===== src/rtl/icache_pkg.sv =====
// Shared constants and types for the instruction cache.
package icache_pkg;

  localparam int DATA_WIDTH         = 32;
  // Only pc[17:0] take part in the lookup; address bits above are ignored.
  localparam int RAM_ADDRESS_WIDTH  = 18;
  localparam int ICACHE_LINES       = 64;
  localparam int ICACHE_INDEX_WIDTH = $clog2(ICACHE_LINES);
  localparam int ICACHE_TAG_WIDTH   = RAM_ADDRESS_WIDTH - 2 - ICACHE_INDEX_WIDTH;

  typedef enum logic {
    S_IDLE = 1'b0,
    S_MISS = 1'b1
  } icache_state_e;

endpackage


===== src/rtl/icache.sv =====
// Direct-mapped, one-word-per-line instruction cache. A hit answers one cycle
// after the request. A miss raises a level request to memCtrl and answers one
// cycle after the memory word arrives. A misbranch flush drops any response
// that is still pending. rdy=0 freezes every register.
//
// Handshake: in_fetch_req is sampled only while out_busy=0.
// out_mem_req stays high, with out_mem_addr stable, until in_mem_valid
// pulses or a misbranch aborts the miss. out_fetch_valid is a one-cycle
// pulse per completed request.
module icache
  import icache_pkg::*;
#(
  parameter int LINES = ICACHE_LINES
) (
  input  logic        clk,
  input  logic        rst,
  input  logic        rdy,
  input  logic        in_fetch_req,
  input  logic [31:0] in_fetch_pc,
  input  logic        in_misbranch,
  output logic        out_fetch_valid,
  output logic [31:0] out_fetch_instr,
  output logic        out_busy,
  output logic        out_mem_req,
  output logic [31:0] out_mem_addr,
  input  logic        in_mem_valid,
  input  logic [31:0] in_mem_data,
  output logic        dbg_state
);

  localparam int IDX_W = $clog2(LINES);
  localparam int TAG_W = RAM_ADDRESS_WIDTH - 2 - IDX_W;

  icache_state_e state, state_n;

  logic [LINES-1:0]      line_valid;
  logic [TAG_W-1:0]      line_tag  [LINES];
  logic [DATA_WIDTH-1:0] line_data [LINES];

  logic [IDX_W-1:0] pc_idx, miss_idx;
  logic [TAG_W-1:0] pc_tag, miss_tag;
  logic             hit;

  logic        valid_n;
  logic [31:0] instr_n;
  logic [31:0] addr_n;
  logic        fill_en;

  logic unused_pc_bits;
  assign unused_pc_bits = ^in_fetch_pc[1:0];

  // The latched miss address doubles as the fill address.
  assign pc_idx   = in_fetch_pc[2+IDX_W-1:2];
  assign pc_tag   = in_fetch_pc[RAM_ADDRESS_WIDTH-1:2+IDX_W];
  assign miss_idx = out_mem_addr[2+IDX_W-1:2];
  assign miss_tag = out_mem_addr[RAM_ADDRESS_WIDTH-1:2+IDX_W];
  assign hit      = line_valid[pc_idx] && (line_tag[pc_idx] == pc_tag);

  assign out_busy    = (state == S_MISS);
  assign out_mem_req = (state == S_MISS);
  assign dbg_state   = state;

  // Next-state and registered-output decisions for the lookup/miss FSM.
  always_comb begin
    state_n = state;
    valid_n = 1'b0;
    instr_n = out_fetch_instr;
    addr_n  = out_mem_addr;
    fill_en = 1'b0;
    case (state)
      S_IDLE: begin
        if (in_fetch_req && !in_misbranch) begin
          if (hit) begin
            valid_n = 1'b1;
            instr_n = line_data[pc_idx];
          end else begin
            state_n = S_MISS;
            addr_n  = {in_fetch_pc[31:2], 2'b00};
          end
        end
      end
      S_MISS: begin
        if (in_mem_valid) begin
          // The line is filled even when flushed: the data is still correct.
          fill_en = 1'b1;
          state_n = S_IDLE;
          if (!in_misbranch) begin
            valid_n = 1'b1;
            instr_n = in_mem_data;
          end
        end else if (in_misbranch) begin
          state_n = S_IDLE;
        end
      end
      default: state_n = S_IDLE;
    endcase
  end

  // State and output registers; held while rdy is low.
  always_ff @(posedge clk or negedge rst) begin
    if (!rst) begin
      state           <= S_IDLE;
      out_fetch_valid <= 1'b0;
      out_fetch_instr <= '0;
      out_mem_addr    <= '0;
    end else if (rdy) begin
      state           <= state_n;
      out_fetch_valid <= valid_n;
      out_fetch_instr <= instr_n;
      out_mem_addr    <= addr_n;
    end
  end

  // Valid bits are the only part of the array that needs a reset.
  always_ff @(posedge clk or negedge rst) begin
    if (!rst) begin
      line_valid <= '0;
    end else if (rdy && fill_en) begin
      line_valid[miss_idx] <= 1'b1;
    end
  end

  // Tag and data storage written on a fill.
  always_ff @(posedge clk) begin
    if (rdy && fill_en) begin
      line_tag[miss_idx]  <= miss_tag;
      line_data[miss_idx] <= in_mem_data;
    end
  end

endmodule


===== config.mk =====
export PLATFORM = sky130hd
export DESIGN_NAME = icache
export DESIGN_NICKNAME = d
export VERILOG_FILES = /design/src/rtl/icache_pkg.sv /design/src/rtl/icache.sv
export SDC_FILE = /design/constraint.sdc
export NUM_CORES = 2
export LEC_CHECK = 0
export CORE_MARGIN = 2
export CORE_UTILIZATION = 65
export CTS_CLUSTER_DIAMETER = 40
export DETAILED_ROUTE_END_ITERATION = 10
export PLACE_DENSITY = 0.81
export SKIP_CTS_REPAIR_TIMING = 1
export SLEW_MARGIN = 40
export SYNTH_ARGS = -nofsm -noshare
export SYNTH_HDL_FRONTEND = slang
export SYNTH_SLANG_ARGS = --single-unit

===== constraint.sdc =====
create_clock -name clk -period 5.3 [get_ports clk]
set_input_delay 1.59 -clock clk [delete_from_list [all_inputs] [get_ports clk]]
set_output_delay 1.59 -clock clk [all_outputs]
set_load 0.02 [all_outputs]

==> impl_metrics.yaml <==
synth:
  ys.flop_type: "edfxtp_1"
  synth_warnings: 0
  synth-async-reset-ratio: 0.0455
  synth-seq-area-share: 0.779
  synth_top_family_by_area: "multiplexers"
  synth_area_leaders: "edfxtp_1 75%, mux4_2 12%, dfrtp_1 3.0%, mux2i_1 1.9%, mux2_2 1.3%"
  yosysTopAreaCell: "edfxtp_1"
  yosysUniqueCellTypes: 71
  yosys.area_share.simple: 0.0185
  synthMuxAreaShare: 0.153
  synth_adder_area_share: 0
  syn_area_um2: 108000
  yosys.area.top_type_share: 0.750
  syn_inst: 4928
  synth_edf_count: 2688
  synth-xor-area-share: 0.000488
  synth-compound-area-share: 0.0355
  synth-seq-cells: 2816
  yosysMostFrequentCell: "edfxtp_1"
  synthTopCellsByCount: "2688 x edfxtp_1, 557 x mux4_2, 200 x mux2i_1"
  syn_area_per_cell_um2: 21.9
run_status:
  status: "completed"
critical_path:
  worstPathMaxFanout: 27
  cp-end-kind: "register"
  timing_worst_setup_path_type: "in -> reg"
  rr_startpoint: "line_tag[34][3]$_DFFE_PP_"
  worstPathArrival_ps: 5310
  regToRegSetupSlack_ps: 1610
  r2r_end: "out_mem_addr[15]$_DFFE_PN0P_"
  cp-start-kind: "input pin"
  critPathRequiredTime_ps: 6080
  reg2regPathDepth: 13
drt:
  drc_errors: 0
  vias_per_cell: 7.58
  finalWirelength_um: 319000
  wl_per_cell_um: 40.6
  ant_nets: 0
  route.vias.total: 59530
  drt-initial-drc-count: 11616
  first_pass_iters: 6
clock_tree:
  h-tree-depth: 5
  cts_tree: "built"
  cts.clk_slew.worst_paths_ps: 60
  cts_made_buffers: 310
  clock_latency_ps: 960
  cts-root-buf: "clkbuf_16"
  cts.path.max_buffers: 4
  cts.sinks: 2816
sta:
  fmax_ghz: 0.221
  rsz0062_at_grt: "no"
  post-route-min-period_ps: 4530
  tightestPinTransition_ps: 959
  post-route-period-util: 0.854
  drv_slew: 0
  slew_headroom: 0.361
  worst_clock_skew_ps: 63.3
  hold_viol_final: 0
  setup_viol: 0
  fin_ws_ps: 772
grt:
  grt_antenna_before_repair: 15
  grt_max_degree: 91
  grt_use_total: 0.382
  grt_pass1_vias: 60610
  grt_pass1_wl_um: 447000
  grt-ovfl-total: 0
place:
  dp_hpwl_um: 159000
  portBuffers: 133
  gp_congestion: 0.907
  pre_cts_slack_ps: -17.1
final_layout:
  drive_gt1_frac: 0.302
  area_growth_syn_to_layout_pct: 15.5
  fillers: 7738
  multi_input_comb_area_um2: 23000
  seqCellArea_um2: 83900
  utilization: 0.755
  final_nets: 5509
hold_path:
  worstHoldPathCells: 1
  hp-start: "line_valid[56]$_DFFE_PN0P_"
  worstHoldEndpoint: "line_valid[56]$_DFFE_PN0P_"
  hold_class: "reg -> reg"
power:
  power_density_nw_per_um2: 404
  irDropWorstVdd_v: 0.000364
  power.leakage_nw: 40.7
floorplanning:
  rows: 149
  core_area_um2: 165000
  die_w_um: 411
  ios: 138
  die_y_um: 411
  die-area_um2: 169000
  start_util: 0.653
flow_run:
  drv_cap: 0
[area by class of cell]
class	instances	share of cell area
multi-input combinational	1815	0.184
inverter	8	0.000241
sequential	2816	0.675
tap	2189	0.0220
clock buffer	380	0.0663
timing repair buffer	488	0.0392
clock inverter	153	0.0130
antenna	8	0.000161
[critical path, cell delays in order]
cell	delay, ps
buf_8	220
buf_4	330
mux4_2	550
a22oi_1	190
o21ai_0	140
nor4_1	390
buf_4	230
nor3_1	50
o21ai_0	340
nor4_2	80
buf_4	190
buf_4	150
a31oi_4	170
buf_12	260
mux2_2	370
[cell families (layout without fill, tap and decap cells)]
group | count (synthesis) | count (layout)
flops | 2816 | 2816
xor+xnor | 6 | 6
buf+inv | 298 | 1029
other cells | 1 | 10
compound gates | 510 | 510
mux | 904 | 904
simple gates | 393 | 393
[layout by cell type (no fill, tap or decap), types with 31 or more instances in the layout]
cell,netlist,routed
buf_4,25,283
mux4_2,557,557
nor2_4,0,69
clkbuf_16,0,317
nand2_1,43,41
clkdlybuf4s50_1,0,94
or2_2,68,68
a22o_1,63,63
o221ai_1,59,59
buf_12,0,79
a22oi_1,112,112
a221oi_1,98,90
clkinv_2,0,31
mux2i_1,200,200
dfrtp_1,128,117
mux2_2,127,127
a21oi_1,105,105
nor2_1,152,83
edfxtp_1,2688,2688
clkbuf_1,145,55
nand4_1,38,38
[power breakdown]
part           switching [mW]  leakage, nW  internal, mW
Combinational            2.37         10.1          1.35
Clock                    9.03         4.80          12.3
Sequential              0.260         25.8          25.0
Total                    11.7         40.7          38.6
[sequential cells by signal, summed over array words and instances, names as in the netlist]
register and cells:
line_tag 640, out_mem_addr 30, line_valid 64, dbg_state 1, out_fetch_valid 1, out_fetch_instr 32, line_data 2048
[per-stage QoR]
step | power [mW] | setup TNS (ps) | cells | cell area [um^2] | hold slack [ps]
after floorplan | 27.4 | 0 | 4929 | 108000 | 430
after global placement | 29.0 | 0 | 7309 | 114000 | 442
after detailed placement | 29.2 | -75.0 | 7309 | 114000 | 446
after CTS | 50.1 | 0 | 7842 | 124000 | 460
after global routing | 51.1 | 0 | 7850 | 124000 | 473
final | 50.3 | 0 | 7857 | 124000 | 457
[layer usage]
layer  share of wire  track usage
met1            0.31        0.490
met2            0.47        0.588
met3            0.16        0.118
met4           0.065        0.215
met5         0.00058      0.00367
[worst max-delay path by stage]
| stage | from | endpoint | slack, ps | cells past startpoint |
|---|---|---|---|---|
| 2_1_floorplan | in_fetch_pc[2] | out_fetch_instr[16]$_DFFE_PN0P_ | 590 | 16 |
| 3_3_place_gp | in_fetch_pc[2] | out_mem_addr[15]$_DFFE_PN0P_ | 70 | 15 |
| 3_5_place_dp | in_fetch_pc[2] | out_mem_addr[17]$_DFFE_PN0P_ | -20 | 15 |
| 4_1_cts | in_fetch_pc[2] | out_mem_addr[15]$_DFFE_PN0P_ | 850 | 15 |
| 5_1_grt | in_fetch_pc[2] | out_mem_addr[15]$_DFFE_PN0P_ | 700 | 15 |
| 6_report | in_fetch_pc[2] | out_mem_addr[15]$_DFFE_PN0P_ | 770 | 15 |
No activity file was read; power rests on OpenSTA's default activity.
